===== src/rtl/hazard3_dmi_arbiter.sv =====
// Two-port APB arbiter in front of the Debug Module's DMI completer port.
// Round-robin grant between two requesters, whole-transfer locking, and an
// optional access-phase timeout that recovers from a hung Debug Module.
//
// state  | meaning
// -------+-------------------------------------------------------------
// IDLE   | no transfer; dst_* held at zero, waiting for a source psel
// SETUP  | downstream APB setup phase for the granted source
// ACCESS | downstream APB access phase; wait for pready or timeout

module hazard3_dmi_arbiter #(
    parameter int W_ADDR  = 8,
    parameter int W_DATA  = 32,
    parameter int TIMEOUT = 255
) (
    input  logic              clk,
    input  logic              rst,

    input  logic              src0_psel,
    input  logic              src0_penable,
    input  logic              src0_pwrite,
    input  logic [W_ADDR-1:0] src0_paddr,
    input  logic [W_DATA-1:0] src0_pwdata,
    output logic [W_DATA-1:0] src0_prdata,
    output logic              src0_pready,
    output logic              src0_pslverr,

    input  logic              src1_psel,
    input  logic              src1_penable,
    input  logic              src1_pwrite,
    input  logic [W_ADDR-1:0] src1_paddr,
    input  logic [W_DATA-1:0] src1_pwdata,
    output logic [W_DATA-1:0] src1_prdata,
    output logic              src1_pready,
    output logic              src1_pslverr,

    output logic              dst_psel,
    output logic              dst_penable,
    output logic              dst_pwrite,
    output logic [W_ADDR-1:0] dst_paddr,
    output logic [W_DATA-1:0] dst_pwdata,
    input  logic [W_DATA-1:0] dst_prdata,
    input  logic              dst_pready,
    input  logic              dst_pslverr,

    output logic              timeout_pulse
);

    localparam bit TO_EN = (TIMEOUT != 0);
    localparam int W_CNT = (TIMEOUT > 0 && $clog2(TIMEOUT + 1) > 1) ? $clog2(TIMEOUT + 1) : 1;
    localparam logic [W_CNT-1:0] CNT_LAST = W_CNT'(TO_EN ? TIMEOUT - 1 : 0);

    localparam logic [1:0] S_IDLE   = 2'd0;
    localparam logic [1:0] S_SETUP  = 2'd1;
    localparam logic [1:0] S_ACCESS = 2'd2;

    logic [1:0]       state_q, state_d;
    logic             grant_q, grant_d;
    logic             last_grant_q, last_grant_d;
    logic [W_CNT-1:0] cnt_q, cnt_d;

    logic             in_access;
    logic             timeout_hit;
    logic             complete;
    logic [W_DATA-1:0] rsp_data;
    logic             rsp_err;

    // Completion qualifiers shared by the FSM and the response path
    always_comb begin
        in_access   = (state_q == S_ACCESS);
        timeout_hit = TO_EN && in_access && !dst_pready && (cnt_q == CNT_LAST);
        complete    = in_access && (dst_pready || timeout_hit);
        rsp_data    = timeout_hit ? '0 : dst_prdata;
        rsp_err     = timeout_hit | dst_pslverr;
    end

    // Next-state: grant selection, phase sequencing, timeout counter
    always_comb begin
        state_d      = state_q;
        grant_d      = grant_q;
        last_grant_d = last_grant_q;
        cnt_d        = cnt_q;
        case (state_q)
            S_IDLE: begin
                if (src0_psel || src1_psel) begin
                    // On contention the port that did not go last wins
                    grant_d = (src0_psel && src1_psel) ? ~last_grant_q : src1_psel;
                    cnt_d   = '0;
                    state_d = S_SETUP;
                end
            end
            S_SETUP: begin
                state_d = S_ACCESS;
            end
            S_ACCESS: begin
                if (complete) begin
                    last_grant_d = grant_q;
                    state_d      = S_IDLE;
                end else if (TO_EN) begin
                    cnt_d = cnt_q + W_CNT'(1);
                end
            end
            default: begin
                state_d = S_IDLE;
            end
        endcase
    end

    // State registers; last_grant resets to 1 so port 0 wins the first contest
    always_ff @(posedge clk or posedge rst) begin
        if (rst) begin
            state_q      <= S_IDLE;
            grant_q      <= 1'b0;
            last_grant_q <= 1'b1;
            cnt_q        <= '0;
        end else begin
            state_q      <= state_d;
            grant_q      <= grant_d;
            last_grant_q <= last_grant_d;
            cnt_q        <= cnt_d;
        end
    end

    // Downstream request mux; everything zero while idle so nothing leaks
    always_comb begin
        dst_psel    = 1'b0;
        dst_penable = 1'b0;
        dst_pwrite  = 1'b0;
        dst_paddr   = '0;
        dst_pwdata  = '0;
        if (state_q != S_IDLE) begin
            dst_psel    = 1'b1;
            dst_penable = in_access;
            dst_pwrite  = grant_q ? src1_pwrite : src0_pwrite;
            dst_paddr   = grant_q ? src1_paddr  : src0_paddr;
            dst_pwdata  = grant_q ? src1_pwdata : src0_pwdata;
        end
    end

    // Upstream response routing; a source that abandoned its request gets nothing
    always_comb begin
        src0_pready   = 1'b0;
        src0_pslverr  = 1'b0;
        src0_prdata   = '0;
        src1_pready   = 1'b0;
        src1_pslverr  = 1'b0;
        src1_prdata   = '0;
        timeout_pulse = timeout_hit;
        if (complete && !grant_q && src0_psel) begin
            src0_pready  = 1'b1;
            src0_pslverr = rsp_err;
            src0_prdata  = rsp_data;
        end
        if (complete && grant_q && src1_psel) begin
            src1_pready  = 1'b1;
            src1_pslverr = rsp_err;
            src1_prdata  = rsp_data;
        end
    end

    // penable is deliberately not used: a source already in its access phase is accepted
    logic unused_penable;
    always_comb unused_penable = src0_penable ^ src1_penable;

endmodule

===== config.mk =====
export PLATFORM = sky130hd
export DESIGN_NAME = hazard3_dmi_arbiter
export DESIGN_NICKNAME = d
export VERILOG_FILES = /design/src/rtl/hazard3_dmi_arbiter.sv
export SDC_FILE = /design/constraint.sdc
export NUM_CORES = 1
export LEC_CHECK = 0
export ABC_AREA = 1
export BUFFER_PORTS_ARGS = -buffer_cell sky130_fd_sc_hd__buf_2
export CAP_MARGIN = 10
export CORE_AREA = 3 3 89 91
export CTS_CLUSTER_SIZE = 30
export DETAILED_ROUTE_END_ITERATION = 7
export DIE_AREA = 0 0 92 94
export PLACE_DENSITY = 0.65
export SYNTH_ARGS = -nofsm -noshare
export SYNTH_HDL_FRONTEND = slang
export SYNTH_SLANG_ARGS = --single-unit
export TNS_END_PERCENT = 30

===== constraint.sdc =====
create_clock -name clk -period 2.7 [get_ports clk]
set_input_delay 0.675 -clock clk [delete_from_list [all_inputs] [get_ports clk]]
set_output_delay 0.675 -clock clk [all_outputs]
set_load 0.02 [all_outputs]

==> results by group <==
Run status
  – Status: finished clean

Detailed routing
  – Iter 0 DRT Violations: 126
  – Antenna viol nets, final: 0
  – DRC violations left: 0
  – Drt total wl: 9530 µm
  – Routed len/inst: 13.9 µm
  – Vias post-DR: 3193
  – Via density: 4.66
  – 1st-pass router iterations: 4

Cells and area
  – Final instance area: 3650 µm²
  – Nets: 711
  – Diode count: 0
  – Layout cell share with drive strength beyond 1: 51.7%
  – Core occupancy in the finished layout: 50.5%
  – Area Overhead vs Synth: 104%
  – # fillers: 718

Critical path
  – Crit path top cell by count: inv_2
  – Crit path DAT: 1980 ps
  – Critical-path cell list: inv_2 > ha_4 > inv_2 > nor2_2 > nand2_2 > a21oi_4 > buf_12 > nand3_4 > bufbuf_16 > nor2_1 > buf_4
  – Setup CP Type: reg -> out
  – Critical Path Sink Type: output pin
  – CP startpoint kind: register
  – Largest stage delay, worst path: 380 ps
  – CP Data Required Time: 2030 ps
  – Critical-path top delay cell: dfrtp_1
  – Max FO, Critical Path: 4

Timing
  – Fin. Hold Viols: 0
  – Period minus WS final: 2650 ps
  – Pins over their slew limit: 0
  – Tcrit/Tclk final: 98.2%
  – Setup TNS: 0 ps
  – Clk_skew: 1.73 ps
  – Relative slew slack: 61.1%
  – Final setup vio count: 0
  – Peak Freq: 0.377 GHz
  – Setup ws final: 47.9 ps
  – Worst slew pin tran: 578 ps
  – RSZ-0062 raised after global routing: yes

Synth
  – Mapped cell area: 1790 µm²
  – Asr flop ratio synth: 100%
  – Synth warn: 0
  – Dominant synthesized flop cell: dfrtp_1
  – Mapped Avg Cell Area: 5.11 µm²
  – Share of the synthesized area in the top cell type: 30.4%
  – Synthesized flop and latch total: 12
  – Synth area leaders: nand2_1 30%, nor2_1 16%, dfrtp_1 15%, a21oi_1 11%, buf_6 3.8%
  – Synth cell count leaders: 145 x nand2_1, 78 x nor2_1, 41 x a21oi_1
  – Area leader, netlist: nand2_1
  – Register area share after synthesis: 16.9%
  – Yosys cell types: 26
  – Mapped Cells: 350
  – Synthesized netlist net count: 474
  – EDFF count, synth: 0
  – Most common cell in the netlist: nand2_1

CTS
  – Clock Path Buffers: 2
  – CTS clk-pin slew, worst paths: 60 ps
  – CTS Buf Count: 3
  – Root Driver: clkbuf_8
  – # H-tree levels: 1
  – CTS tree: yes
  – # clock sinks: 12
  – Clock Latency Late Sink: 240 ps

Global routing
  – GRT Resource Usage Total: 19.1%
  – Vias in the first global route: 2854
  – Largest net degree at the start of global routing: 45
  – First-pass GRT wire length: 13700 µm
  – Total congestion overflow: 0
  – Number of antenna violations at the first check in global routing: 0

Placed design
  – Port Buffers: 231
  – Area of placed instances: 2990 µm²
  – Post-DP HPWL: 6670 µm
  – GPL Wtd Cong: 0.816
  – Dpl ws: 73.2 ps

Floorplanning
  – Die width: 92 µm
  – IO Count: 234
  – Die Height: 94 µm
  – Full die area: 8650 µm²
  – Starting Density: 24.8%
  – Core ar.: 7210 µm²
  – Row cnt: 31

Pwr
  – Static Leak: 2.15 nW
  – Power, Total: 2.47 mW
  – Pwr dens: 678 nW/µm²
  – VDD IR-drop max: 0.443 mV

Run
  – Max_cap viols: 0

Worst hold path
  – HP Class: in -> async
==> worst max-delay path, delay by kind of cell, from the launching register on <==
family | cells | cell delay (ps)
buffers and inverters | 5 | 730
and+or+nand+nor | 4 | 350
AOI/OAI and AO/OA | 1 | 140
adders and majority gates | 1 | 140
DFF | 1 | 380
==> repair_timing <==
action | CTS | global route
resized for setup | 30 | 76
setup endpoints to repair | 56 | 68
cloned | 5 | 2
setup buffers | 10 | 1
hold buffers | 0 | 0
pin swaps | 4 | 1
==> metal layers <==
| layer | routed length [µm] | vias to the layer above | track usage [%] |
|---|---|---|---|
| met5 | 0 | - | 0 |
| met4 | 254 | 0 | 4.95 |
| met3 | 879 | 20 | 3.53 |
| met2 | 4920 | 183 | 35.5 |
| met1 | 3480 | 1418 | 22.3 |
| li1 | - | 1572 | - |
==> cell families (layout without fill, tap and decap cells) <==
family	count (synthesis)	count (layout)	synth area share, %
flip-flops	12	12	16.9
adder cells (fa/ha/maj)	2	2	1.40
AND/OR/NAND/NOR	245	248	55.2
buffers and inverters	39	272	10.8
AO/OA/AOI/OAI	51	51	15.2
XOR/XNOR	1	1	0.490
==> cells in the final DEF, fill, tap and decap left out, types with 2 or more instances in the layout <==
cell,n
buf_12,4
buf_2,197
nand2_2,3
inv_2,4
nand3_1,8
nand2_1,145
o21ai_0,6
clkbuf_8,4
buf_6,20
nor2_4,14
nor2_1,49
o21bai_1,2
buf_4,26
inv_1,13
dfrtp_1,11
buf_16,2
nand3_4,5
a21oi_1,41
nor3b_1,2
nor2_2,18
==> report_power, final <==
group	leakage, nW	total [mW]	switching, mW	internal, mW
Sequential	0.159	0.261	0.0333	0.227
Clock	0.0288	0.201	0.0720	0.129
Combinational	1.96	2.01	1.35	0.662
==> per-stage QoR <==
stage	hold WS, ps	std cells
2_1_floorplan	483	350
3_3_place_gp	500	663
3_5_place_dp	505	663
4_1_cts	449	682
5_1_grt	476	685
6_report	433	685
==> final cells by class <==
type / instances / area (µm²) / share of cell area [%]
flip-flops and latches: 12 / 302 / 8.27
clock buffers: 4 / 55.1 / 1.51
inverters: 17 / 63.8 / 1.75
well taps: 99 / 124 / 3.40
repair buffers: 251 / 1600 / 43.9
multi-input cells: 302 / 1500 / 41.2
==> path summary, 6_finish.rpt <==
path / startpoint / to / slack [ps] / depth (start not counted)
setup / recovery: cnt_q[0] / src1_prdata[16] / 50 / 11
hold / removal: rst / cnt_q[6] / 430 / 2
setup reg to reg: state_q[0] / cnt_q[6] / 870 / 7
hold reg to reg: last_grant_q / last_grant_q / 510 / 2
max in group asynchronous: rst / last_grant_q / 1920 / 2
min in group clk: last_grant_q / last_grant_q / 510 / 2
==> state kept, by name, indices dropped and copies added (netlist names) <==
signal / flops
last_grant_q: 1
state_q: 2
cnt_q: 8
grant_q: 1
No activity file was read; power rests on OpenSTA's default activity.
